`config.mk`:
```
export PLATFORM = sky130hd
export DESIGN_NAME = clk_time_setter
export DESIGN_NICKNAME = d
export VERILOG_FILES = /design/src/rtl/clk_time_setter.sv
export SDC_FILE = /design/constraint.sdc
export NUM_CORES = 1
export LEC_CHECK = 0
export CAP_MARGIN = 10
export CORE_ASPECT_RATIO = 1.4
export CORE_UTILIZATION = 30
export CTS_BUF_LIST = sky130_fd_sc_hd__clkbuf_8
export CTS_CLUSTER_DIAMETER = 200
export CTS_CLUSTER_SIZE = 8
export DETAILED_ROUTE_END_ITERATION = 10
export PLACE_DENSITY_LB_ADDON = 0.05
export SKIP_CTS_REPAIR_TIMING = 1
export SYNTH_ARGS = -nofsm -noshare
export SYNTH_HDL_FRONTEND = slang
export SYNTH_SLANG_ARGS = --single-unit
```
`constraint.sdc`:
```
create_clock -name clk_i -period 3.95 [get_ports clk_i]
set_clock_uncertainty 0.1 [all_clocks]
set_input_delay 0.79 -clock clk_i [delete_from_list [all_inputs] [get_ports clk_i]]
set_output_delay 0.79 -clock clk_i [all_outputs]
set_load 0.005 [all_outputs]
```
`src/rtl/clk_time_setter.sv`:
```
// Button-driven time entry for the 24-hour clock counter: it captures the live time,
// lets the user edit hour/min/sec with inc/dec and auto-repeat, then sends a one-cycle load strobe.
//
// state       | meaning
// S_IDLE      | not editing, waiting for a mode press
// S_EDIT_HOUR | inc/dec adjust the hour field
// S_EDIT_MIN  | inc/dec adjust the minute field
// S_EDIT_SEC  | inc/dec adjust the second field
// S_COMMIT    | timeset_o high for one cycle
module clk_time_setter #(
  parameter int HOUR_MAX       = 23,
  parameter int REPEAT_DELAY   = 16,
  parameter int REPEAT_PERIOD  = 4,
  parameter int TIMEOUT_CYCLES = 1024
) (
  input  logic       clk_i,
  input  logic       reset_i,
  input  logic       mode_i,
  input  logic       inc_i,
  input  logic       dec_i,
  input  logic [4:0] hour_i,
  input  logic [5:0] min_i,
  input  logic [5:0] sec_i,
  output logic [4:0] hour_set_o,
  output logic [5:0] min_set_o,
  output logic [5:0] sec_set_o,
  output logic       timeset_o,
  output logic       editing_o,
  output logic [1:0] field_o
);

  localparam int RPT_MAX = (REPEAT_DELAY > REPEAT_PERIOD) ? REPEAT_DELAY : REPEAT_PERIOD;
  localparam int RW      = $clog2(RPT_MAX + 1);
  localparam int TW      = $clog2(TIMEOUT_CYCLES + 1);
  localparam logic [RW-1:0] RPT_DLY_LD = RW'(REPEAT_DELAY - 1);
  localparam logic [RW-1:0] RPT_PER_LD = RW'(REPEAT_PERIOD - 1);
  localparam logic [TW-1:0] TMO_LAST   = TW'(TIMEOUT_CYCLES - 1);
  localparam logic [4:0]    HMAX       = 5'(HOUR_MAX);
  localparam logic [5:0]    MSMAX      = 6'd59;

  typedef enum logic [2:0] {
    S_IDLE, S_EDIT_HOUR, S_EDIT_MIN, S_EDIT_SEC, S_COMMIT
  } state_e;

  function automatic logic [4:0] wrap5(input logic [4:0] v, input logic [4:0] vmax,
                                       input logic up);
    if (up) return (v == vmax) ? 5'd0 : v + 5'd1;
    else    return (v == 5'd0) ? vmax : v - 5'd1;
  endfunction

  function automatic logic [5:0] wrap6(input logic [5:0] v, input logic [5:0] vmax,
                                       input logic up);
    if (up) return (v == vmax) ? 6'd0 : v + 6'd1;
    else    return (v == 6'd0) ? vmax : v - 6'd1;
  endfunction

  state_e          state_q, state_d;
  logic            mode_prev_q, mode_prev_d;
  logic            inc_prev_q, inc_prev_d;
  logic            dec_prev_q, dec_prev_d;
  logic [4:0]      hour_q, hour_d;
  logic [5:0]      min_q, min_d;
  logic [5:0]      sec_q, sec_d;
  logic            rpt_act_q, rpt_act_d;
  logic [RW-1:0]   rpt_cnt_q, rpt_cnt_d;
  logic [TW-1:0]   tmo_q, tmo_d;
  logic            timeset_q, timeset_d;
  logic            editing_q, editing_d;
  logic [1:0]      field_q, field_d;

  logic mode_ev, inc_ev, dec_ev, step;

  always_comb begin
    state_d     = state_q;
    mode_prev_d = mode_i;
    inc_prev_d  = inc_i;
    dec_prev_d  = dec_i;
    hour_d      = hour_q;
    min_d       = min_q;
    sec_d       = sec_q;
    rpt_act_d   = rpt_act_q;
    rpt_cnt_d   = rpt_cnt_q;
    tmo_d       = tmo_q;
    step        = 1'b0;

    mode_ev = mode_i & ~mode_prev_q;
    inc_ev  = inc_i & ~inc_prev_q;
    dec_ev  = dec_i & ~dec_prev_q;

    case (state_q)
      S_IDLE: begin
        if (mode_ev) begin
          hour_d    = (hour_i > HMAX)  ? 5'd0 : hour_i;
          min_d     = (min_i  > MSMAX) ? 6'd0 : min_i;
          sec_d     = (sec_i  > MSMAX) ? 6'd0 : sec_i;
          tmo_d     = '0;
          rpt_act_d = 1'b0;
          rpt_cnt_d = '0;
          state_d   = S_EDIT_HOUR;
        end
      end
      S_EDIT_HOUR, S_EDIT_MIN, S_EDIT_SEC: begin
        if (mode_ev) begin
          rpt_act_d = 1'b0;
          rpt_cnt_d = '0;
          state_d   = (state_q == S_EDIT_HOUR) ? S_EDIT_MIN :
                      (state_q == S_EDIT_MIN)  ? S_EDIT_SEC : S_COMMIT;
        end else if (inc_i && dec_i) begin
          rpt_act_d = 1'b0;
          rpt_cnt_d = '0;
        end else if (inc_ev || dec_ev) begin
          step      = 1'b1;
          rpt_act_d = 1'b1;
          rpt_cnt_d = RPT_DLY_LD;
        end else if ((inc_i || dec_i) && rpt_act_q) begin
          // Hold counter runs down to zero, fires a step, then reloads with the period.
          if (rpt_cnt_q == '0) begin
            step      = 1'b1;
            rpt_cnt_d = RPT_PER_LD;
          end else begin
            rpt_cnt_d = rpt_cnt_q - RW'(1);
          end
        end else begin
          rpt_act_d = 1'b0;
          rpt_cnt_d = '0;
        end

        // A step implies exactly one of inc/dec is high, so inc_i gives the direction.
        if (step) begin
          case (state_q)
            S_EDIT_HOUR: hour_d = wrap5(hour_q, HMAX, inc_i);
            S_EDIT_MIN:  min_d  = wrap6(min_q, MSMAX, inc_i);
            default:     sec_d  = wrap6(sec_q, MSMAX, inc_i);
          endcase
        end

        if (mode_ev || inc_ev || dec_ev || step) begin
          tmo_d = '0;
        end else if (tmo_q == TMO_LAST) begin
          tmo_d     = '0;
          rpt_act_d = 1'b0;
          rpt_cnt_d = '0;
          state_d   = S_IDLE;
        end else begin
          tmo_d = tmo_q + TW'(1);
        end
      end
      S_COMMIT: state_d = S_IDLE;
      default:  state_d = S_IDLE;
    endcase

    timeset_d = (state_d == S_COMMIT);
    editing_d = (state_d == S_EDIT_HOUR) || (state_d == S_EDIT_MIN) ||
                (state_d == S_EDIT_SEC);
    case (state_d)
      S_EDIT_HOUR: field_d = 2'd1;
      S_EDIT_MIN:  field_d = 2'd2;
      S_EDIT_SEC:  field_d = 2'd3;
      default:     field_d = 2'd0;
    endcase
  end

  always_ff @(posedge clk_i or posedge reset_i) begin
    if (reset_i) begin
      state_q     <= S_IDLE;
      mode_prev_q <= 1'b1;
      inc_prev_q  <= 1'b1;
      dec_prev_q  <= 1'b1;
      hour_q      <= '0;
      min_q       <= '0;
      sec_q       <= '0;
      rpt_act_q   <= 1'b0;
      rpt_cnt_q   <= '0;
      tmo_q       <= '0;
      timeset_q   <= 1'b0;
      editing_q   <= 1'b0;
      field_q     <= 2'd0;
    end else begin
      state_q     <= state_d;
      mode_prev_q <= mode_prev_d;
      inc_prev_q  <= inc_prev_d;
      dec_prev_q  <= dec_prev_d;
      hour_q      <= hour_d;
      min_q       <= min_d;
      sec_q       <= sec_d;
      rpt_act_q   <= rpt_act_d;
      rpt_cnt_q   <= rpt_cnt_d;
      tmo_q       <= tmo_d;
      timeset_q   <= timeset_d;
      editing_q   <= editing_d;
      field_q     <= field_d;
    end
  end

  assign hour_set_o = hour_q;
  assign min_set_o  = min_q;
  assign sec_set_o  = sec_q;
  assign timeset_o  = timeset_q;
  assign editing_o  = editing_q;
  assign field_o    = field_q;

endmodule

```
==> flow_summary.ini <==
[floorplanning]
dieArea_sq_um = 10900
coreArea_sq_um = 10100
die_height_um = 123
rows = 43
initial_core_util = 0.312
io_pins = 43
die_w_um = 88.5

[layout]
area_growth_pct = 20.3
nets = 426
layout-drive-gt1-share = 0.0812
fin_area_sq_um = 3780
postLayoutCoreUtil = 0.376
diodes = 0
layoutNonFillerInstCount = 529

[synthesis]
synth_edf_count = 0
ys.flop_type = dfrtp_1
ys_seq_area_frac = 0.352
syn_area_per_cell_sq_um = 8.72
ys_ff_latch = 44
yosysUniqueCellTypes = 61
synth-warning-count = 0
syn-cell-area_sq_um = 3140
async_reset_ff_frac = 1.00
synth_area_leader_cell = dfrtp_1
synth_fp_nets = 393
ys_top_cells_by_area = dfrtp_1, ha_1, nand2_1, a31oi_1, nor2_1
synth_top_area_share = 0.327
syn_inst = 360

[sta]
hold_slack_ps = 383
setup_viol = 0
rsz0062_at_grt = false
fin_crit_ps = 2900
fmax_mhz = 345
slew_headroom = 0.346
fin_crit_sh = 0.733
maxSlewViolCount = 0
finalHoldViolCount = 0
setup_ws_ps = 1050
final.setup.tns_ps = 0
worstMarginPinSlew_ps = 980

[clock_tree]
cts_sinks = 44
clkTransAtPathRegs_ps = 90
htreeDepth = 2
root_buffer = clkbuf_8
clock_latency_ps = 310
cts_tree = yes
clock_path_buffers = 2
cts-buffers-inserted = 5

[worst_setup_path]
crit_type = input port to register
worstPathCellList = clkdlybuf4s50_1 -> nand2b_1 -> a21o_1 -> a2111oi_4 -> o31ai_1 -> a22o_1
crit_required_ps = 4050
endpoint_kind = register
crit_arrival_ps = 3000
slowest_stage = a2111oi_4
slowest_delay_ps = 680
critPathLaunchType = input port
crit_fanout = 16

[placed_design]
place_hpwl_um = 5900
dp_cells = 521
placed_area_sq_um = 3670
portBuffers = 42
gp_congestion = 0.772
pre_cts_slack_ps = 710

[flow_run]
max_cap_violations = 0

[status]
run_status = complete, no violations

[grt]
grt.total_usage = 0.162
gr-total-overflow = 0
grt_pass1_wl_um = 13600
grt_max_degree = 45
antenna_found_initial = 0
grt_pass1_vias = 2745

[power_and_ir_drop]
ir_drop_v = 0.000315
p_leak_nw = 1.48
finalPower_mw = 2.69
p_per_area_nw_per_um2 = 712

[detailed_routing]
drc_errors = 0
num_vias = 2898
routed_wl_um = 8240
drt_iter0_markers = 138
dr.pass1.iters = 4
wl_per_cell_um = 15.6
ant_nets = 0
via_per_inst = 5.48

[min_path]
min_path_type = register to register
==> placed cells by master, fill, tap and decap left out, types with 8 or more instances in the layout <==
master           instances
o21ai_0                 17
ha_1                    11
a31oi_1                 17
o21ai_1                  9
nor2_1                  27
a22o_1                   8
clkdlybuf4s50_1         42
nor3_1                  11
inv_1                   13
dfrtp_1                 41
nand3_1                 20
a21oi_1                 20
nand2_1                 29
nand4_1                  8
==> per-layer routing <==
metal  global-route usage  routed length [um]  up-vias
met4               0.0565                 160        0
met5                    0                   0        -
met2                0.290                4270       62
met1                0.194                3570     1417
met3               0.0254                 230       12
li1                     -                   -     1407
==> critical path, delay by kind of cell <==
kind,cells,cell delay [ps]
AO/OA/AOI/OAI,4,1510
buffers and inverters,1,510
AND/OR/NAND/NOR,1,190
==> area by class of cell <==
cell class | instances | area [sq um]
fillers | 1038 | 6280
repair buffers | 47 | 458
clock buffers | 5 | 68.8
flip-flops and latches | 44 | 1100
well taps | 135 | 169
clock inverters | 3 | 38.8
multi-input cells | 282 | 1890
inverters | 13 | 48.8
==> power breakdown <==
part | switching (mW) | internal, mW | total, mW | leakage (nW)
logic | 0.718 | 0.714 | 1.43 | 0.881
clock network | 0.171 | 0.186 | 0.356 | 0.0593
registers | 0.306 | 0.597 | 0.903 | 0.544
==> registers in the layout, summed over array words and instances (netlist names) <==
signal,cells
tmo_q,11
min_set_o,6
sec_set_o,6
hour_set_o,5
rpt_cnt_q,5
state_q,3
field_o,2
dec_prev_q,1
editing_o,1
inc_prev_q,1
mode_prev_q,1
rpt_act_q,1
timeset_o,1
==> worst paths after layout <==
| path | cells after the start | startpoint | slack [ps] | to |
|---|---|---|---|---|
| min in group asynchronous | 2 | reset_i | 920 | min_set_o[1] |
| worst max register to register | 5 | state_q[1] | 1460 | sec_set_o[2] |
| worst min-delay path | 1 | tmo_q[10] | 380 | tmo_q[10] |
| worst min register to register | 1 | tmo_q[10] | 380 | tmo_q[10] |
| worst max-delay path | 6 | mode_i | 1050 | sec_set_o[2] |
| max in group asynchronous | 2 | reset_i | 2220 | tmo_q[5] |
==> kinds of logic (layout without fill, tap and decap cells) <==
logic type,Yosys count,count (layout),synth area share
compound gates,115,115,0.264
buf+inv,34,68,0.0462
xor+xnor,9,9,0.0251
flops,44,44,0.352
mux,4,4,0.0135
simple gates,143,143,0.256
fa+ha+maj,11,11,0.0438
==> cells in the mapped netlist, types with 3 or more instances <==
master,count
o211ai_1,4
a21boi_0,3
dfrtp_1,41
nor2b_1,6
ha_1,11
xor2_1,5
xnor2_1,4
nor2_1,27
nand4_1,8
and3_1,6
o21ai_0,17
nor4_1,3
and2_1,4
a31oi_1,17
o21ai_1,9
o31ai_1,5
a2111oi_4,3
nand3b_1,5
a21oi_1,20
clkbuf_1,16
nand3_1,20
nand4b_1,3
inv_1,13
nor3_1,11
a21o_1,3
a22o_1,8
nor3b_1,3
dfstp_2,3
o21a_1,5
nand2b_1,7
nand2_1,29
Power figures use the tool's default switching activity.
